## config.mk

```make
export PLATFORM = sky130hd
export DESIGN_NAME = apb_master_arbiter_flat
export DESIGN_NICKNAME = d
export VERILOG_FILES = /design/src/rtl/apb_master_arbiter_pkg.sv /design/src/rtl/apb_master_arbiter_if.sv /design/src/rtl/apb_master_arbiter_rr.sv /design/src/rtl/apb_master_arbiter.sv /design/src/flat_wrapper.sv
export SDC_FILE = /design/constraint.sdc
export NUM_CORES = 1
export LEC_CHECK = 0
export ABC_AREA = 1
export CORE_AREA = 4 4 157 159
export DETAILED_ROUTE_END_ITERATION = 6
export DIE_AREA = 0 0 161 163
export PLACE_DENSITY = 0.66
export SYNTH_ARGS = -nofsm -noshare
export SYNTH_HDL_FRONTEND = slang
export SYNTH_SLANG_ARGS = --single-unit
export TNS_END_PERCENT = 30
```

## constraint.sdc

```tcl
create_clock -name apbClk -period 3.2 [get_ports apbClk]
set_input_delay 0.64 -clock apbClk [delete_from_list [all_inputs] [get_ports apbClk]]
set_output_delay 0.64 -clock apbClk [all_outputs]
set_load 0.02 [all_outputs]
```

## src/rtl/apb_master_arbiter_pkg.sv

```systemverilog
// Shared APB widths, requester limit and the arbiter FSM state type.
package apb_master_arbiter_pkg;

  localparam int APB_ADDR_WIDTH  = 32;
  localparam int APB_DATA_WIDTH  = 32;
  localparam int APB_ARB_MAX_REQ = 8;

  typedef enum logic [1:0] {
    IDLE   = 2'd0,
    SETUP  = 2'd1,
    ACCESS = 2'd2
  } apb_arb_state_e;

endpackage

```

## src/rtl/apb_master_arbiter_if.sv

```systemverilog
// Requester command bundle plus APB master pins of the shared arbiter.
interface apb_master_arbiter_if
  import apb_master_arbiter_pkg::*;
#(
  parameter int NUM_REQ = 4
);

  logic [NUM_REQ-1:0]                req;
  logic [NUM_REQ-1:0]                req_write;
  logic [NUM_REQ*APB_ADDR_WIDTH-1:0] req_addr;
  logic [NUM_REQ*APB_DATA_WIDTH-1:0] req_wdata;
  logic [NUM_REQ-1:0]                done;
  logic [NUM_REQ-1:0]                err;
  logic [APB_DATA_WIDTH-1:0]         rdata;

  logic                      PSEL;
  logic                      PENABLE;
  logic                      PWRITE;
  logic [APB_ADDR_WIDTH-1:0] PADDR;
  logic [APB_DATA_WIDTH-1:0] PWDATA;
  logic [APB_DATA_WIDTH-1:0] PRDATA;
  logic                      PREADY;

  // Arbiter side: consumes requests, drives the APB bus.
  modport master (
    input  req, req_write, req_addr, req_wdata, PRDATA, PREADY,
    output done, err, rdata, PSEL, PENABLE, PWRITE, PADDR, PWDATA
  );

  // Requesters and APB slave side.
  modport slave (
    output req, req_write, req_addr, req_wdata, PRDATA, PREADY,
    input  done, err, rdata, PSEL, PENABLE, PWRITE, PADDR, PWDATA
  );

endinterface

```

## src/rtl/apb_master_arbiter_rr.sv

```systemverilog
// Combinational round-robin search: first eligible requester at or after ptr_i.
module apb_rr_arbiter
  import apb_master_arbiter_pkg::*;
#(
  parameter int NUM_REQ = 4
) (
  input  logic [NUM_REQ-1:0]         req_i,
  input  logic [NUM_REQ-1:0]         mask_i,
  input  logic [$clog2(NUM_REQ)-1:0] ptr_i,
  output logic [NUM_REQ-1:0]         gnt_o,
  output logic [$clog2(NUM_REQ)-1:0] idx_o,
  output logic                       valid_o
);

  localparam int IDXW = $clog2(NUM_REQ);

  logic [NUM_REQ-1:0] elig;

  assign elig = req_i & ~mask_i;

  // One spare bit on pos keeps ptr + offset from wrapping before the modulo.
  always_comb begin
    logic [IDXW:0]   pos;
    logic [IDXW-1:0] cand;
    logic            found;
    gnt_o = '0;
    idx_o = '0;
    found = 1'b0;
    pos   = '0;
    cand  = '0;
    for (int k = 0; k < NUM_REQ; k++) begin
      pos = {1'b0, ptr_i} + (IDXW+1)'(k);
      if (pos >= (IDXW+1)'(NUM_REQ)) begin
        pos = pos - (IDXW+1)'(NUM_REQ);
      end
      cand = pos[IDXW-1:0];
      if (!found && elig[cand]) begin
        found       = 1'b1;
        idx_o       = cand;
        gnt_o[cand] = 1'b1;
      end
    end
    valid_o = found;
  end

endmodule

```

## src/rtl/apb_master_arbiter.sv

```systemverilog
// Round-robin sharing of one APB master port between NUM_REQ requesters.
// Optional PREADY timeout abort is enabled by defining APB_TIMEOUT_EN.
//
//   state  | meaning
//   IDLE   | bus free, PSEL=0, waiting for an unmasked request
//   SETUP  | PSEL=1, PENABLE=0, command latched for the granted requester
//   ACCESS | PSEL=1, PENABLE=1, waiting for PREADY (or timeout)
module apb_master_arbiter
  import apb_master_arbiter_pkg::*;
#(
  parameter int NUM_REQ        = 4,
  parameter int TIMEOUT_CYCLES = 16
) (
  input  logic                 apbClk,
  input  logic                 rst,
  apb_master_arbiter_if.master bus
);

  localparam int IDXW = $clog2(NUM_REQ);

  if (NUM_REQ < 2 || NUM_REQ > APB_ARB_MAX_REQ || TIMEOUT_CYCLES < 1) begin : g_cfg_check
    $error("apb_master_arbiter: unsupported NUM_REQ or TIMEOUT_CYCLES");
  end

  apb_arb_state_e            state_q;
  logic [IDXW-1:0]           ptr_q;
  logic [NUM_REQ-1:0]        own_q;
  logic [NUM_REQ-1:0]        done_q;
  logic                      psel_q;
  logic                      penable_q;
  logic                      pwrite_q;
  logic [APB_ADDR_WIDTH-1:0] paddr_q;
  logic [APB_DATA_WIDTH-1:0] pwdata_q;
  logic [APB_DATA_WIDTH-1:0] rdata_q;

  logic [NUM_REQ-1:0]        arb_mask;
  logic [NUM_REQ-1:0]        arb_gnt;
  logic [IDXW-1:0]           arb_idx;
  logic                      arb_valid;
  logic                      grant_en;
  logic [IDXW-1:0]           ptr_d;

`ifdef APB_TIMEOUT_EN
  localparam int CNT_W = $clog2(TIMEOUT_CYCLES + 1);

  logic [CNT_W-1:0]          wait_q;
  logic [NUM_REQ-1:0]        err_q;
  logic                      timeout_hit;

  assign timeout_hit = (state_q == ACCESS) && !bus.PREADY &&
                       (wait_q == CNT_W'(TIMEOUT_CYCLES - 1));
`endif

  // A requester being acknowledged this cycle cannot re-win; the current
  // owner is also excluded when choosing a back-to-back successor.
  assign arb_mask = done_q | ((state_q == ACCESS) ? own_q : '0);

  apb_rr_arbiter #(
    .NUM_REQ (NUM_REQ)
  ) u_rr (
    .req_i   (bus.req),
    .mask_i  (arb_mask),
    .ptr_i   (ptr_q),
    .gnt_o   (arb_gnt),
    .idx_o   (arb_idx),
    .valid_o (arb_valid)
  );

  assign grant_en = arb_valid &&
                    ((state_q == IDLE) || (state_q == ACCESS && bus.PREADY));
  assign ptr_d    = (arb_idx == IDXW'(NUM_REQ - 1)) ? '0 : arb_idx + 1'b1;

  always_ff @(posedge apbClk or negedge rst) begin
    if (!rst) begin
      state_q   <= IDLE;
      ptr_q     <= '0;
      own_q     <= '0;
      done_q    <= '0;
      psel_q    <= 1'b0;
      penable_q <= 1'b0;
      pwrite_q  <= 1'b0;
      paddr_q   <= '0;
      pwdata_q  <= '0;
      rdata_q   <= '0;
`ifdef APB_TIMEOUT_EN
      wait_q    <= '0;
      err_q     <= '0;
`endif
    end else begin
      done_q <= '0;
`ifdef APB_TIMEOUT_EN
      err_q  <= '0;
`endif
      case (state_q)
        IDLE: begin
          if (arb_valid) begin
            psel_q    <= 1'b1;
            penable_q <= 1'b0;
            state_q   <= SETUP;
          end
        end
        SETUP: begin
          penable_q <= 1'b1;
          state_q   <= ACCESS;
`ifdef APB_TIMEOUT_EN
          wait_q    <= '0;
`endif
        end
        ACCESS: begin
          if (bus.PREADY) begin
            done_q    <= own_q;
            penable_q <= 1'b0;
            if (!pwrite_q) begin
              rdata_q <= bus.PRDATA;
            end
            if (arb_valid) begin
              state_q <= SETUP;
            end else begin
              psel_q  <= 1'b0;
              state_q <= IDLE;
            end
          end
`ifdef APB_TIMEOUT_EN
          else if (timeout_hit) begin
            done_q    <= own_q;
            err_q     <= own_q;
            psel_q    <= 1'b0;
            penable_q <= 1'b0;
            state_q   <= IDLE;
          end else begin
            wait_q <= wait_q + 1'b1;
          end
`endif
        end
        default: begin
          psel_q    <= 1'b0;
          penable_q <= 1'b0;
          state_q   <= IDLE;
        end
      endcase

      // Command capture for a fresh grant, from IDLE or chained off a completion.
      if (grant_en) begin
        own_q    <= arb_gnt;
        ptr_q    <= ptr_d;
        pwrite_q <= bus.req_write[arb_idx];
        paddr_q  <= bus.req_addr[arb_idx*APB_ADDR_WIDTH +: APB_ADDR_WIDTH];
        pwdata_q <= bus.req_wdata[arb_idx*APB_DATA_WIDTH +: APB_DATA_WIDTH];
      end
    end
  end

  assign bus.done    = done_q;
  assign bus.rdata   = rdata_q;
  assign bus.PSEL    = psel_q;
  assign bus.PENABLE = penable_q;
  assign bus.PWRITE  = pwrite_q;
  assign bus.PADDR   = paddr_q;
  assign bus.PWDATA  = pwdata_q;

`ifdef APB_TIMEOUT_EN
  assign bus.err = err_q;
`else
  assign bus.err = '0;
`endif

endmodule

```

## src/flat_wrapper.sv

```systemverilog
// flat-port wrapper written by rule: the top's interface ports become plain ports
module apb_master_arbiter_flat import apb_master_arbiter_pkg::*;
#(
  parameter int NUM_REQ        = 4,
  parameter int TIMEOUT_CYCLES = 16
)
  (apbClk, rst, bus_req, bus_req_write, bus_req_addr, bus_req_wdata, bus_PRDATA, bus_PREADY, bus_done, bus_err, bus_rdata, bus_PSEL, bus_PENABLE, bus_PWRITE, bus_PADDR, bus_PWDATA);
  apb_master_arbiter_if #(.NUM_REQ(NUM_REQ)) bus_i ();
  input  logic apbClk;
  input  logic rst;
  input wire logic [$bits(bus_i.req)-1:0] bus_req;
  input wire logic [$bits(bus_i.req_write)-1:0] bus_req_write;
  input wire logic [$bits(bus_i.req_addr)-1:0] bus_req_addr;
  input wire logic [$bits(bus_i.req_wdata)-1:0] bus_req_wdata;
  input wire logic [$bits(bus_i.PRDATA)-1:0] bus_PRDATA;
  input wire logic [$bits(bus_i.PREADY)-1:0] bus_PREADY;
  output wire logic [$bits(bus_i.done)-1:0] bus_done;
  output wire logic [$bits(bus_i.err)-1:0] bus_err;
  output wire logic [$bits(bus_i.rdata)-1:0] bus_rdata;
  output wire logic [$bits(bus_i.PSEL)-1:0] bus_PSEL;
  output wire logic [$bits(bus_i.PENABLE)-1:0] bus_PENABLE;
  output wire logic [$bits(bus_i.PWRITE)-1:0] bus_PWRITE;
  output wire logic [$bits(bus_i.PADDR)-1:0] bus_PADDR;
  output wire logic [$bits(bus_i.PWDATA)-1:0] bus_PWDATA;
  assign bus_i.req = bus_req;
  assign bus_i.req_write = bus_req_write;
  assign bus_i.req_addr = bus_req_addr;
  assign bus_i.req_wdata = bus_req_wdata;
  assign bus_i.PRDATA = bus_PRDATA;
  assign bus_i.PREADY = bus_PREADY;
  assign bus_done = bus_i.done;
  assign bus_err = bus_i.err;
  assign bus_rdata = bus_i.rdata;
  assign bus_PSEL = bus_i.PSEL;
  assign bus_PENABLE = bus_i.PENABLE;
  assign bus_PWRITE = bus_i.PWRITE;
  assign bus_PADDR = bus_i.PADDR;
  assign bus_PWDATA = bus_i.PWDATA;
  apb_master_arbiter #(.NUM_REQ(NUM_REQ), .TIMEOUT_CYCLES(TIMEOUT_CYCLES)) u_core (.apbClk(apbClk), .rst(rst), .bus(bus_i));
endmodule
```

==> results of run 1 <==
power by group through the flow:
stage,combinational (mW),clock (mW),sequential [mW]
floorplan,7.57,0,3.33
global placement,12.7,0,2.59
detailed placement,12.8,0,2.59
CTS,12.8,1.16,2.59
global route,14.0,1.21,2.67
finish,12.7,1.12,2.58
worst max path at each step:
stage,end,slack (ns),cells after the start
global route,u_core.bus.PWDATA[20]$_DFFE_PN0P_,0.23,14
global placement,u_core.bus.PADDR[30]$_DFFE_PN0P_,0.28,14
finish,u_core.bus.PWDATA[7]$_DFFE_PN0P_,0.49,11
detailed placement,u_core.own_q[2]$_DFFE_PN0P_,0.26,16
CTS,u_core.bus.PADDR[30]$_DFFE_PN0P_,0.48,14
floorplan,u_core.bus.PADDR[0]$_DFFE_PN0P_,0.92,14
stage by stage:
stage                     setup slack, ns  hold slack, ns  utilization (%)
final                               0.489           0.168             50.2
after global routing                0.230           0.174             50.2
after CTS                           0.483           0.161             50.2
after detailed placement            0.256           0.464             48.9
after global placement              0.283           0.462             48.9
after floorplan                     0.925           0.344                -
layout make-up:
| class | instances | area share (%) |
|---|---|---|
| multi-input cells | 722 | 32.3 |
| clock buffers | 9 | 1.93 |
| inverters | 19 | 0.611 |
| clock inverters | 7 | 0.579 |
| flip-flops and latches | 110 | 23.6 |
| repair buffers | 425 | 37.6 |
| well taps | 319 | 3.42 |
| diodes | 1 | 0.0214 |
flip-flops by register name, summed over array words and instances, names as in the netlist:
| register | count |
|---|---|
| u_core.bus.PADDR | 32 |
| u_core.own_q | 4 |
| u_core.bus.done | 4 |
| u_core.bus.PWRITE | 1 |
| u_core.state_q | 1 |
| u_core.bus.PSEL | 1 |
| u_core.bus.rdata | 32 |
| u_core.bus.PWDATA | 32 |
| u_core.ptr_q | 2 |
| u_core.bus.PENABLE | 1 |
cell usage after synthesis, types with 3 or more instances:
cell type | n | share of area, %
nand4_1 | 131 | 12
buf_6 | 7 | 1.1
ha_1 | 4 | 0.71
a21oi_1 | 10 | 0.71
nor2_1 | 16 | 0.85
nand3_1 | 209 | 15
o22ai_1 | 4 | 0.36
nand2_2 | 8 | 0.71
mux2_2 | 32 | 5.1
inv_1 | 14 | 0.75
inv_2 | 5 | 0.27
nand3_2 | 5 | 0.71
nand2_1 | 282 | 15
clkbuf_1 | 36 | 1.9
o21ai_0 | 3 | 0.21
buf_4 | 8 | 0.85
buf_1 | 5 | 0.27
dfrtp_1 | 110 | 39
buf_2 | 37 | 2.6
layout by cell type (no fill, tap or decap), types with 5 or more instances in the layout:
| cell type | netlist | layout |
|---|---|---|
| buf_4 | 8 | 9 |
| a21oi_1 | 10 | 10 |
| clkdlybuf4s50_1 | 0 | 400 |
| inv_2 | 5 | 5 |
| inv_1 | 14 | 14 |
| mux2_2 | 32 | 32 |
| nand2_1 | 282 | 281 |
| buf_12 | 0 | 16 |
| nand3_1 | 209 | 209 |
| nor2_1 | 16 | 16 |
| nand2_2 | 8 | 7 |
| nand4_1 | 131 | 131 |
| clkbuf_16 | 0 | 9 |
| dfrtp_1 | 110 | 110 |
logic make-up (layout without fill, tap and decap cells):
group           Yosys count  count (layout)  share of synthesized area, %
mux                      32              32                          5.13
buf+inv                 112             460                          7.81
compound gates           23              23                          1.94
flops                   110             110                          39.2
other cells               1               5                        0.0533
simple gates            659             659                          45.2
fa+ha+maj                 4               4                         0.712
metal layers:
| metal | up-vias | track usage, % | wire length (um) |
|---|---|---|---|
| li1 | 3965 | - | - |
| met1 | 3788 | 26.7 | 12000 |
| met2 | 354 | 37.4 | 14300 |
| met3 | 47 | 6.73 | 2590 |
| met4 | 6 | 5.85 | 666 |
| met5 | - | 0 | 41 |
==> flow_summary.json, run 1 <==
{
  "port_buffers": 401,
  "syn_area_per_cell_sq_um": 7.47,
  "cp_num_buf_inv": 4,
  "htree_num_levels": 3,
  "async_flop_share_pct": 100,
  "dp_hpwl_mm": 21.8,
  "row_count": 56,
  "cts_tree": "done",
  "critPathMaxStageDelay_ns": 0.48,
  "first_iter_violations": 439,
  "reg2regPathDepth": 11,
  "grt_max_degree": 75,
  "path_delay_family": "buffers and inverters",
  "dp_cells": 1595,
  "fillers": 2300,
  "grt_overflow": 0,
  "post_dp_cell_area_sq_um": 11400,
  "viasPerCell": 5.06,
  "totalPowerFinal_mw": 16.4,
  "endpoint_kind": "flop",
  "min_path_type": "in -> async",
  "multi_input_area_sq_um": 3770,
  "numCtsBuffers": 9,
  "core_sq_um": 23300,
  "status": "completed",
  "min_period_over_period_pct": 84.7,
  "p_leak_nw": 5.11,
  "ioPinCount": 406,
  "synth_edf_count": 0,
  "p_seq_share_pct": 15.8,
  "drv_cap": 0,
  "dieArea_sq_um": 26200,
  "final_cells": 1612,
  "final.setup.tns_ns": 0,
  "clk_pin_slew_ns": 0.08,
  "clockBufferDepth": 2,
  "clock_skew_ns": 0.0121,
  "cts_resized": 0,
  "yosys_warnings": 0,
  "grtUsageTotal_pct": 21.8,
  "grt_pass1_wl_mm": 45.7,
  "startpoint": "u_core.ptr_q[1]$_DFFE_PN0P_",
  "p_per_area_nw_per_um2": 1400,
  "worstPathMaxFanout": 29,
  "clock_latency_ns": 0.35,
  "rrSetupSlack_ns": 0.49,
  "critPathLaunchType": "flop",
  "regToRegEndpoint": "u_core.bus.PWDATA[7]$_DFFE_PN0P_",
  "layout-drive-gt1-share_pct": 7.82,
  "synthToLayoutAreaGrowth_pct": 66.1,
  "wl_per_cell_um": 18.3,
  "combPwrFrac_pct": 77.4,
  "cp.required_ns": 3.49,
  "die_w_um": 161,
  "critical_path.most_common_cell": "nand2_1",
  "cp_slowest_cell": "dfrtp_1",
  "arrival_ns": 3.00,
  "p_sw_mw": 8.80,
  "synth_area_sq_um": 7030,
  "cts_sinks": 110,
  "ys_seq_elements": 110,
  "yosys.cell_types.count": 31,
  "hold_viol": 0,
  "gp_congestion": 0.883,
  "path_class": "reg -> reg",
  "cts_hold_buf": 0,
  "final_area_sq_um": 11700,
  "dieHeight_um": 163,
  "ir_drop_v": 0.000724,
  "clockRootBuffer": "clkbuf_16",
  "register_area_sq_um": 2750,
  "synth_seq_area_share_pct": 39.2,
  "rsz0062_at_grt": "no",
  "setup_viol": 0,
  "switching_share_pct": 53.6,
  "drcViolationCount": 0,
  "routed_wl_mm": 29.6,
  "postCtsSetupBuffers": 0,
  "final_nets": 1590,
  "reg2reg_from": "u_core.ptr_q[1]$_DFFE_PN0P_",
  "fin_crit_ns": 2.71,
  "postSynthCellCount": 941,
  "ant_nets": 0,
  "dr_total_vias": 8160,
  "antenna_found_initial": 4,
  "intPower_mw": 7.60,
  "fmax_mhz": 369,
  "grt_pass1_vias": 8175,
  "cp_cell_sequence": "inv_1, ha_1, inv_1, o21ai_2, nand3_4, nand2_1, inv_2, nand2_2, buf_4, nand2_1, nand2_1",
  "initial_core_util_pct": 30.2,
  "synthFlopType": "dfrtp_1",
  "firstDrtPassIters": 5,
  "p_clk_share_pct": 6.8,
  "slew_violations": 0
}
No activity file was read; power rests on OpenSTA's default activity.
==> run 2: changes to the inputs <==
Settings changed: CORE_AREA 4 4 157 159 to 4 4 156 158, DIE_AREA 0 0 161 163 to 0 0 160 162, PLACE_DENSITY 0.66 to 0.7.
Clock period 3.2 ns to 2.15 ns, I/O delays scaled along.
==> flow_summary.json, run 2 (same netlist as run 1, synthesis figures left out) <==
{
  "cp_cell_sequence": "inv_4, ha_4, inv_6, nand2_4, nand2_4, nor2_4, nand2_4, nor2_8, nor2_4, nor2_4, buf_12, clkbuf_16, nand3_2, nand3_2, nand2_1",
  "highest_layer": "met5",
  "clock_skew_ns": 0.0163,
  "final_nets": 1664,
  "fillers": 2066,
  "cts_tree": "done",
  "viasPerCell": 5.42,
  "violations": "setup timing",
  "core_sq_um": 23100,
  "num_antenna_cells": 0,
  "synthToLayoutAreaGrowth_pct": 92.2,
  "numCtsBuffers": 9,
  "grt_max_degree": 62,
  "worstPathMaxFanout": 8,
  "gp_congestion": 0.916,
  "ioPinCount": 406,
  "layout-drive-gt1-share_pct": 21.6,
  "slew_violations": 0,
  "grt_pass1_wl_mm": 49.7,
  "min_period_over_period_pct": 108,
  "final_common_cell": "clkdlybuf4s50_1",
  "initial_core_util_pct": 30.4,
  "critPathLaunchType": "flop",
  "critPathMaxStageDelay_ns": 0.44,
  "clockRootBuffer": "clkbuf_16",
  "dr_total_vias": 8977,
  "htree_num_levels": 3,
  "dp_hpwl_mm": 22.8,
  "place_ws_ns": -0.633,
  "wl_per_cell_um": 21.0,
  "met3WireLength_mm": 2.86,
  "final_cell_mix": "clkdlybuf4s50_1, nand2_1, nand4_1, nand3_1, dfrtp_1",
  "min_path_type": "in -> async",
  "hold_viol": 0,
  "drv_cap": 0,
  "dieArea_sq_um": 25900,
  "antenna_found_initial": 1,
  "endpoint_kind": "flop",
  "arrival_ns": 2.58,
  "die_w_um": 160,
  "setup_viol": 67,
  "clockBufferDepth": 2,
  "clk_pin_slew_ns": 0.09,
  "cts_hold_buf": 0,
  "row_count": 56,
  "grt_overflow": 0,
  "first_iter_violations": 877,
  "status": "complete, but fails checks",
  "drcViolationCount": 0,
  "port_buffers": 401,
  "grt_pass1_vias": 8661,
  "path_class": "reg -> reg",
  "fin_crit_ns": 2.32,
  "fin_ws_ns": -0.165,
  "cp.required_ns": 2.41,
  "worst_pin_slew_ns": 0.508,
  "firstDrtPassIters": 7,
  "wl_met2_mm": 16.6,
  "ant_nets": 0,
  "grtUsageTotal_pct": 24.0,
  "dieHeight_um": 162,
  "routed_wl_mm": 34.8,
  "clock_latency_ns": 0.36,
  "cts_sinks": 110,
  "relSlewSlack_pct": 66.1,
  "cp_slowest_cell": "dfrtp_1",
  "drt-met1-wl_mm": 14.3,
  "rsz0062_at_grt": "yes",
  "fmax_mhz": 432
}
## run 2: cell type report
class / instances / area, sq um / area share (%)
inverter: 19 / 86.3 / 0.639
multi-input combinational: 722 / 4510 / 33.4
sequential: 110 / 2750 / 20.4
clock inverter: 7 / 75.1 / 0.556
timing repair buffer: 499 / 5500 / 40.7
clock buffer: 9 / 225 / 1.67
tap: 290 / 363 / 2.69
## run 2: worst paths after layout
path | startpoint | to | slack (ns) | cells past startpoint
max | u_core.ptr_q[0]$_DFFE_PN0P_ | u_core.bus.PADDR[2]$_DFFE_PN0P_ | -0.17 | 15
min | rst | u_core.bus.PADDR[21]$_DFFE_PN0P_ | 0.02 | 1
max reg2reg | u_core.ptr_q[0]$_DFFE_PN0P_ | u_core.bus.PADDR[2]$_DFFE_PN0P_ | -0.17 | 15
min reg2reg | u_core.bus.PWDATA[7]$_DFFE_PN0P_ | u_core.bus.PWDATA[7]$_DFFE_PN0P_ | 0.48 | 2
max in group asynchronous | rst | u_core.bus.PADDR[10]$_DFFE_PN0P_ | 1.43 | 2
min in group apbClk | u_core.bus.PWDATA[7]$_DFFE_PN0P_ | u_core.bus.PWDATA[7]$_DFFE_PN0P_ | 0.48 | 2
## run 2: worst max-delay path: cells and delay by family, from the launching register on
family / cells / cell delay [ns]
fa+ha+maj: 1 / 0.32
flops: 1 / 0.44
simple gates: 10 / 0.96
buf+inv: 4 / 0.50
## run 2: repair_timing
action                     CTS  global route
buffers inserted            15             6
gates cloned                 9            13
resized for setup           71           115
setup endpoints to repair   71            72
pin swaps                   17            80
hold endpoints to repair     0             0
## run 2: layer usage
layer	vias to the layer above	global-route usage (%)
met5	-	0
met4	2	7.27
met3	78	4.97
met2	519	39.5
met1	4247	32.0
li1	4131	-
## run 2: through the flow
step                setup TNS [ns]  util [%]  cells  hold WS, ns  area, sq um
detailed placement          -39.02      50.3   1598        0.432        11600
finish                       -7.97      58.4   1656       0.0190        13500
global route                -17.00      58.4   1656       0.0454        13500
CTS                          -4.70      54.6   1638       0.0291        12600
global placement            -33.58      50.3   1598        0.428        11600
floorplan                        0         -    944        0.134         7070
Power of run 2 is not shown: default switching activity piles up to over one toggle a cycle in this logic, so the estimate is an artifact.
